--- src/rtl/xgmii_rx_engine.sv ---
// xgmii_rx_engine: receives XGMII frames and parses the Ethernet/IPv4/UDP headers.
// It checks the magic tag and the FCS, buffers the payload of an accepted frame,
// and commits that payload plus a trailer word to a 72-bit {ctrl, data} FIFO.
//
// FIFO handshake (wr_en/full): a word transfers in every cycle where wr_en is
// high. wr_en is never high while full is high. While the FIFO is full, din holds
// the pending word, and that word transfers in the first cycle full is low.

`ifndef MAGIC_CODE
`define MAGIC_CODE 32'h4d41_4743
`endif

module xgmii_rx_engine #(
  parameter logic [31:0] MAGIC_CODE        = `MAGIC_CODE,
  parameter logic [15:0] UDP_PORT          = 16'h0900,
  parameter int          MAX_PAYLOAD_WORDS = 8
) (
  input  logic        xgmii_clk,
  input  logic        sys_rst,
  input  logic [71:0] xgmii_rxd,
  input  logic [47:0] if_macaddr,
  input  logic [31:0] if_v4addr,
  output logic [71:0] din,
  output logic        wr_en,
  input  logic        full,
  output logic [31:0] rx_frame_count,
  output logic [31:0] rx_drop_count,
  output logic [2:0]  dbg_state
);

  localparam int AW = $clog2(MAX_PAYLOAD_WORDS);
  localparam int CW = AW + 1;
  localparam logic [CW-1:0] MAX_WORDS = CW'(MAX_PAYLOAD_WORDS);

  typedef enum logic [2:0] {
    S_IDLE    = 3'd0,
    S_HDR     = 3'd1,
    S_PAYLOAD = 3'd2,
    S_CHECK   = 3'd3,
    S_COMMIT  = 3'd4,
    S_DROP    = 3'd5
  } state_t;

  state_t        state_q, state_d;
  logic [7:0]    rxc;
  logic [63:0]   rxd;
  logic [7:0]    ln [8];
  logic          is_start, is_ctrl, is_term, has_err, hdr_ok, check_pass;
  logic [2:0]    hdr_idx;
  logic [CW-1:0] wcount, rd_ptr;
  logic [31:0]   crc_q, crc_next, fcs_q, src_ip;
  logic [15:0]   byte_count;
  logic [71:0]   commit_word;
  logic [63:0]   pay_mem [MAX_PAYLOAD_WORDS];
  logic          frame_start, hdr_adv, pay_store, term_cap, rd_adv, frame_inc;
  logic [1:0]    drop_inc;

  // Reflected IEEE CRC-32 over one word: lane 0 goes first, and each byte goes LSB first.
  function automatic logic [31:0] crc_step(input logic [31:0] c, input logic [63:0] d);
    logic [31:0] r;
    r = c;
    for (int i = 0; i < 64; i++) begin
      r = (r[0] ^ d[i]) ? ((r >> 1) ^ 32'hedb8_8320) : (r >> 1);
    end
    return r;
  endfunction

  assign rxc         = xgmii_rxd[71:64];
  assign rxd         = xgmii_rxd[63:0];
  assign is_start    = (rxc == 8'h01) && (rxd[7:0] == 8'hfb);
  assign is_ctrl     = |rxc;
  assign is_term     = (rxc == 8'hf0) && (rxd[63:32] == 32'h0707_07fd);
  assign crc_next    = crc_step(crc_q, rxd);
  assign check_pass  = (wcount != '0) && (~crc_q == fcs_q);
  assign byte_count  = 16'({wcount, 3'b000});
  assign commit_word = (rd_ptr == wcount) ? {8'h00, src_ip, 16'h0000, byte_count}
                                          : {8'hff, pay_mem[rd_ptr[AW-1:0]]};
  assign dbg_state   = state_q;

  // Split the data word into byte lanes; lane i is rxd[8i+7:8i].
  always_comb begin
    for (int i = 0; i < 8; i++) ln[i] = rxd[8*i +: 8];
  end

  // Flag an error code (8'hfe) on any lane that carries a control character.
  always_comb begin
    has_err = 1'b0;
    for (int i = 0; i < 8; i++) begin
      if (rxc[i] && (ln[i] == 8'hfe)) has_err = 1'b1;
    end
  end

  // Check each header word against its field values; lower lanes hold the MSBs.
  always_comb begin
    hdr_ok = 1'b0;
    case (hdr_idx)
      3'd1: hdr_ok = ({ln[0], ln[1], ln[2], ln[3], ln[4], ln[5]} == if_macaddr) ||
                     ({ln[0], ln[1], ln[2], ln[3], ln[4], ln[5]} == 48'hffff_ffff_ffff);
      3'd2: hdr_ok = (ln[4] == 8'h08) && (ln[5] == 8'h00) && (ln[6] == 8'h45);
      3'd3: hdr_ok = (ln[7] == 8'h11);
      3'd4: hdr_ok = ({ln[6], ln[7]} == if_v4addr[31:16]);
      3'd5: hdr_ok = ({ln[0], ln[1]} == if_v4addr[15:0]) && ({ln[4], ln[5]} == UDP_PORT);
      3'd6: hdr_ok = ({ln[2], ln[3], ln[4], ln[5]} == MAGIC_CODE);
      default: hdr_ok = 1'b0;
    endcase
  end

  // Next-state logic, datapath strobes, and FIFO outputs.
  always_comb begin
    state_d     = state_q;
    frame_start = 1'b0;
    hdr_adv     = 1'b0;
    pay_store   = 1'b0;
    term_cap    = 1'b0;
    rd_adv      = 1'b0;
    frame_inc   = 1'b0;
    drop_inc    = 2'd0;
    wr_en       = 1'b0;
    din         = '0;
    case (state_q)
      S_IDLE: begin
        if (is_start) begin
          frame_start = 1'b1;
          state_d     = S_HDR;
        end
      end
      S_HDR: begin
        if (is_ctrl || !hdr_ok) begin
          state_d  = S_DROP;
          drop_inc = 2'd1;
        end else begin
          hdr_adv = 1'b1;
          if (hdr_idx == 3'd6) state_d = S_PAYLOAD;
        end
      end
      S_PAYLOAD: begin
        if (!is_ctrl && (wcount != MAX_WORDS)) begin
          pay_store = 1'b1;
        end else if (is_term && !has_err) begin
          term_cap = 1'b1;
          state_d  = S_CHECK;
        end else begin
          state_d  = S_DROP;
          drop_inc = 2'd1;
        end
      end
      S_CHECK: begin
        if (check_pass) begin
          state_d = S_COMMIT;
        end else begin
          state_d  = S_IDLE;
          drop_inc = 2'd1;
        end
        // A frame that starts while this one is still in flight cannot be received.
        if (is_start) drop_inc = drop_inc + 2'd1;
      end
      S_COMMIT: begin
        if (is_start) drop_inc = 2'd1;
        din   = commit_word;
        wr_en = !full;
        if (!full) begin
          if (rd_ptr == wcount) begin
            frame_inc = 1'b1;
            state_d   = S_IDLE;
          end else begin
            rd_adv = 1'b1;
          end
        end
      end
      S_DROP: begin
        if (is_ctrl && !is_start) state_d = S_IDLE;
      end
      default: state_d = S_IDLE;
    endcase
  end

  // State register.
  always_ff @(posedge xgmii_clk) begin
    if (sys_rst) state_q <= S_IDLE;
    else         state_q <= state_d;
  end

  // Frame bookkeeping: header index, word count, CRC, captured fields, and counters.
  always_ff @(posedge xgmii_clk) begin
    if (sys_rst) begin
      hdr_idx        <= 3'd0;
      wcount         <= '0;
      rd_ptr         <= '0;
      crc_q          <= 32'hffff_ffff;
      fcs_q          <= 32'h0;
      src_ip         <= 32'h0;
      rx_frame_count <= 32'h0;
      rx_drop_count  <= 32'h0;
    end else begin
      if (frame_start) begin
        hdr_idx <= 3'd1;
        wcount  <= '0;
        rd_ptr  <= '0;
        crc_q   <= 32'hffff_ffff;
      end
      if (hdr_adv) begin
        hdr_idx <= hdr_idx + 3'd1;
        crc_q   <= crc_next;
        if (hdr_idx == 3'd4) src_ip <= {ln[2], ln[3], ln[4], ln[5]};
      end
      if (pay_store) begin
        wcount <= wcount + CW'(1);
        crc_q  <= crc_next;
      end
      if (term_cap) fcs_q <= rxd[31:0];
      if (rd_adv) rd_ptr <= rd_ptr + CW'(1);
      rx_frame_count <= rx_frame_count + 32'(frame_inc);
      rx_drop_count  <= rx_drop_count + 32'(drop_inc);
    end
  end

  // Payload buffer. It has no reset because the word count alone decides which entries are valid.
  always_ff @(posedge xgmii_clk) begin
    if (pay_store) pay_mem[wcount[AW-1:0]] <= rxd;
  end

endmodule
--- config.mk ---
export PLATFORM = sky130hd
export DESIGN_NAME = xgmii_rx_engine
export DESIGN_NICKNAME = d
export VERILOG_FILES = /design/src/rtl/xgmii_rx_engine.sv
export SDC_FILE = /design/constraint.sdc
export NUM_CORES = 1
export LEC_CHECK = 0
export ABC_AREA = 1
export BUFFER_PORTS_ARGS = -buffer_cell sky130_fd_sc_hd__clkbuf_2
export CAP_MARGIN = 20
export CORE_MARGIN = 2
export CORE_UTILIZATION = 42
export CTS_BUF_LIST = sky130_fd_sc_hd__clkbuf_8
export DETAILED_ROUTE_END_ITERATION = 7
export SLEW_MARGIN = 30
export SYNTH_ARGS = -nofsm -noshare
export SYNTH_HDL_FRONTEND = slang
export SYNTH_SLANG_ARGS = --single-unit
--- constraint.sdc ---
create_clock -name xgmii_clk -period 8.19 [get_ports xgmii_clk]
set_clock_uncertainty 0.2 [all_clocks]
set_input_delay 0.4095 -clock xgmii_clk [delete_from_list [all_inputs] [get_ports xgmii_clk]]
set_output_delay 0.4095 -clock xgmii_clk [all_outputs]
set_load 0.1 [all_outputs]
==> results of run 1 <==
cell usage in the layout, fill, tap and decap left out, types with 33 or more instances in the layout:
cell,netlist,final
nor4_1,37,35
dfxtp_1,177,174
inv_1,404,442
o22ai_1,83,83
dlygate4sd3_1,1,33
inv_2,60,59
nand2_2,189,190
clkbuf_8,0,110
xor2_1,147,147
nand4_1,47,47
nor2_1,427,426
nand3_1,419,419
nand2_1,1095,1094
o221ai_1,49,49
buf_4,14,37
xnor2_1,93,93
nor3_1,49,40
clkbuf_2,0,293
nand2_4,72,72
a21oi_1,129,129
edfxtp_1,512,512
o21ai_0,440,440
nand3_2,33,33
per-layer routing:
| layer | part of all wire, % | vias up | GRT usage (%) |
|---|---|---|---|
| met3 | 9.5 | 283 | 5.53 |
| li1 | - | 16800 | - |
| met5 | 0.0096 | - | 0 |
| met1 | 42 | 17000 | 40.0 |
| met2 | 44 | 1614 | 45.5 |
| met4 | 3.9 | 2 | 11.4 |
timing repair:
item | 4_1_cts | 5_1_grt
setup endpoints to repair | 0 | 0
hold buffers | 33 | 0
buffers inserted | 0 | 0
endpoints found under the hold margin | 235 | 0
cells by family after synthesis:
logic type	synth area share, %
xor gates and xnor gates	5.66
adders and majority gates	0.462
AOI/OAI and AO/OA	11.1
and+or+nand+nor	28.5
DFF	47.8
buffers and inverters	6.41
registers in the layout, summed over array words and instances (netlist names), named ones only:
name	flops
pay_mem	512
crc_q	32
fcs_q	32
rx_drop_count	32
rx_frame_count	32
src_ip	32
rd_ptr	4
wcount	4
dbg_state	3
hdr_idx	3
stage by stage:
step	utilization [%]	hold slack (ns)	cells	setup WS, ns	area, µm²
after CTS	47.8	0.00508	6435	1.57	44600
after global routing	47.8	0.0402	6436	0.960	44600
after detailed placement	45.3	0.243	6204	1.48	42200
after global placement	45.2	0.234	6204	1.55	42200
final	47.8	0.0743	6439	1.55	44600
after floorplan	-	0.225	4782	1.12	39500
cell type report:
type | instances | area [µm²]
well taps | 1254 | 1570
inverters | 471 | 1800
flip-flops and latches | 689 | 18900
clock buffers | 110 | 1510
fillers | 9273 | 48700
repair buffers | 365 | 2100
diodes | 4 | 10.0
clock inverters | 88 | 541
multi-input cells | 3458 | 18200
path summary, 6_finish.rpt:
check / startpoint / endpoint / depth (start not counted)
worst max register to register: wcount[1] / rx_drop_count[30] / 29
worst min-delay path: xgmii_rxd[38] / pay_mem[2][38] / 1
worst max-delay path: wcount[1] / rx_drop_count[30] / 29
worst min register to register: src_ip[23] / src_ip[23] / 2
==> results.toml, run 1 <==
[clocking]
cts_buffer_depth = 3
cts_tree = "built"
cts_resized = 0
htree_levels = 3
root_buffer = "clkbuf_8"
cts_sinks = 689
clk_pin_slew_worst_paths_ns = 0.06
clk-insertion-delay-late_ns = 0.74
cts_inserted_buffers = 105

[worst_setup_path]
end_kind = "flip-flop"
slowest_stage = "dfxtp_1"
startpoint_type = "flip-flop"
cpPeakStageDelay_ns = 0.54
critPathMaxFanout = 8
crit_family = "simple AND/OR/NAND/NOR gates"
reg2reg_slack_ns = 1.55
worstPathRequired_ns = 8.55
path_class = "flip-flop to flip-flop"
cpMostUsedCell = "nor2_1"
cp_num_buf_inv = 4
worstPathArrival_ns = 7.00

[hold_path]
hold_class = "input pin to flip-flop"

[timing]
tightest_slew_ns = 0.972
rsz0062_at_grt = "no"
hold_viol = 0
fmax_mhz = 151
finalSetupTns_ns = 0
setup_viol = 0
drv_slew = 0
finalCriticalPeriod_ns = 6.64
fin_crit_sh_pct = 81.1
max_slew_margin_pct = 35.1

[synthesis]
synth_fp_nets = 4951
ys.flop_type = "edfxtp_1"
synth_area_leaders = "edfxtp_1 39%, nand2_1 10%, dfxtp_1 9.0%"
yosysTopAreaCell = "edfxtp_1"
yosysMostFrequentCell = "nand2_1"
synth_area_per_cell_um2 = 8.27
synthesis.area_um2 = 39500
synthCells = 4782
yosys.area.top_type_share_pct = 38.9
synth_cell_types = 69
synth-async-reset-ratio_pct = 0
synth.top_cells.by_count = "1095 x nand2_1, 512 x edfxtp_1, 440 x o21ai_0, 427 x nor2_1, 419 x nand3_1"
synth_enable_flop_cells = 512
synth-seq-cells = 689
yosysSeqAreaShare_pct = 47.8
ys_warn_count = 0

[global_routing]
grtUsageTotal_pct = 29.2
grt_max_degree = 149
gr-total-overflow = 0
antenna_found_initial = 9
grt_pass1_wl_mm = 212
grt_pass1_vias = 32600

[place]
dp_hpwl_mm = 103
gp_congestion = 1.01
portBuffers = 294

[routing]
vias = 35600
wl_mm = 146
wl_per_cell_um = 22.6
drc = 3
detailedRoute.firstIterationViolations = 3971
via_per_inst = 5.54
drtAntennaViolNets = 0
firstDrtPassIters = 8

[cells_and_area]
area_growth_pct = 12.9
final_nets = 5259
drive_gt1_share_pct = 17.0

[die]
rows = 112
start_util_pct = 42.4
core_region_area_um2 = 93300
die-area_um2 = 96600
num_io_pins = 295
die_x_um = 311
die_y_um = 311

[run_status]
status = "finished, violations left"
violations = "DRC"

[run]
cap_violations = 0
Power of run 1 is not shown: default switching activity piles up to over one toggle a cycle in this logic, so the estimate is an artifact.
==> inputs of run 2 (changes only) <==
==> constraint.sdc (replaced) <==
create_clock -name xgmii_clk -period 5.5 [get_ports xgmii_clk]
set_clock_uncertainty 0.2 [all_clocks]
set_input_delay 0.275 -clock xgmii_clk [delete_from_list [all_inputs] [get_ports xgmii_clk]]
set_output_delay 0.275 -clock xgmii_clk [all_outputs]
set_load 0.1 [all_outputs]
==> results.toml, run 2 (synthesis results as in run 1) <==
[run_status]
status = "finished, violations left"
violations = "setup timing"

[timing]
fin_crit_sh_pct = 103
fmax_mhz = 177
drv_slew = 0
setup_viol = 9
rsz0062_at_grt = "yes"
max_slew_margin_pct = 34.9
tightest_slew_ns = 0.977
fin_ws_ns = -0.148
finalCriticalPeriod_ns = 5.65
hold_viol = 0

[cells_and_area]
most-common-layout-cells = "826 x nand2_1, 710 x buf_4, 512 x edfxtp_1, 435 x o21ai_0, 418 x nor2_1"
area_growth_pct = 36.3
finalNonFillerCells = 7181
largest_register_ff_count = 512
drive_gt1_share_pct = 35.6
final_area_um2 = 53900
final_nets = 5998
layout_commonest_cell = "nand2_1"

[worst_setup_path]
path_class = "input pin to flip-flop"
critPathMaxFanout = 5
slowest_stage = "dlygate4sd3_1"
worstPathArrival_ns = 6.07
worstPathRequired_ns = 5.92
startpoint_type = "input pin"
cpMostUsedCell = "buf_4"
cpPeakStageDelay_ns = 0.55
end_kind = "flip-flop"

[global_routing]
grt_pass1_vias = 35600
grt_pass1_wl_mm = 229
grt_max_degree = 184
gr-total-overflow = 0
antenna_found_initial = 10
grtUsageTotal_pct = 31.7

[die]
rows = 112
die_x_um = 311
core_region_area_um2 = 93300
num_io_pins = 295
die_y_um = 311
die-area_um2 = 96600
start_util_pct = 42.4

[clocking]
cts_tree = "built"
root_buffer = "clkbuf_8"
htree_levels = 3
cts_inserted_buffers = 105
cts_sinks = 689
cts_buffer_depth = 3
clk-insertion-delay-late_ns = 0.72
clk_pin_slew_worst_paths_ns = 0.06

[hold_path]
hold_class = "input pin to flip-flop"

[routing]
drc = 0
via_per_inst = 5.45
firstDrtPassIters = 8
vias = 39200
wl_mm = 162
detailedRoute.firstIterationViolations = 4032
drtAntennaViolNets = 0
wl_per_cell_um = 22.6

[place]
dp_hpwl_mm = 116
portBuffers = 294
placedInstanceArea_um2 = 46700
gp_congestion = 0.986
dp.cells = 6786

[run]
cap_violations = 0
[run 2: through the flow]
stage               setup WS [ns]  hold slack, ns  util, %  TNS (ns)
floorplan                   -1.41           0.174        -   -631.19
global placement           -0.574           0.241     50.1    -15.39
detailed placement         -0.578           0.244     50.1    -16.70
CTS                       -0.0270         0.00489     54.1   -0.0270
global route               -0.322          0.0220     57.7     -8.12
finish                     -0.148          0.0248     57.8    -0.283
[run 2: area by class of cell]
type	instances	area [µm²]
multi-input cells	3459	21500
well taps	1254	1570
flip-flops and latches	689	19000
repair buffers	1103	8080
fillers	8426	39400
clock inverters	87	418
diodes	6	15.0
inverters	471	1850
clock buffers	112	1540
[run 2: what timing repair did]
action,CTS,global route
gates resized for setup,171,669
pin swaps,80,252
endpoints found under the setup margin,37,43
buffers inserted,53,83
hold buffers,60,0
cloned,1,0
endpoints found under the hold margin,456,0
[run 2: final timing paths]
check / startpoint / endpoint / slack, ns / cells past startpoint
worst max-delay path: xgmii_rxd[36] / rx_drop_count[12] / -0.15 / 37
worst min-delay path: xgmii_rxd[31] / fcs_q[31] / 0.02 / 4
worst max register to register: crc_q[11] / rx_drop_count[12] / -0.07 / 32
worst min register to register: rx_drop_count[31] / rx_drop_count[31] / 0.25 / 1
[run 2: per-layer routing]
layer / wire [µm] / vias up / global-route usage, %
met5: 43 / - / 0
met4: 6920 / 8 / 12.4
met3: 14900 / 324 / 5.21
met2: 73400 / 1836 / 50.3
met1: 66700 / 18800 / 43.4
li1: - / 18200 / -
[run 2: worst max-delay path, delay by kind of cell]
kind / cells / cell delay, ns
adder cells (fa/ha/maj): 2 / 0.52
buffers and inverters: 17 / 2.54
AO/OA/AOI/OAI: 3 / 0.47
AND/OR/NAND/NOR: 15 / 2.23
Power of run 2 is left out for the same reason.
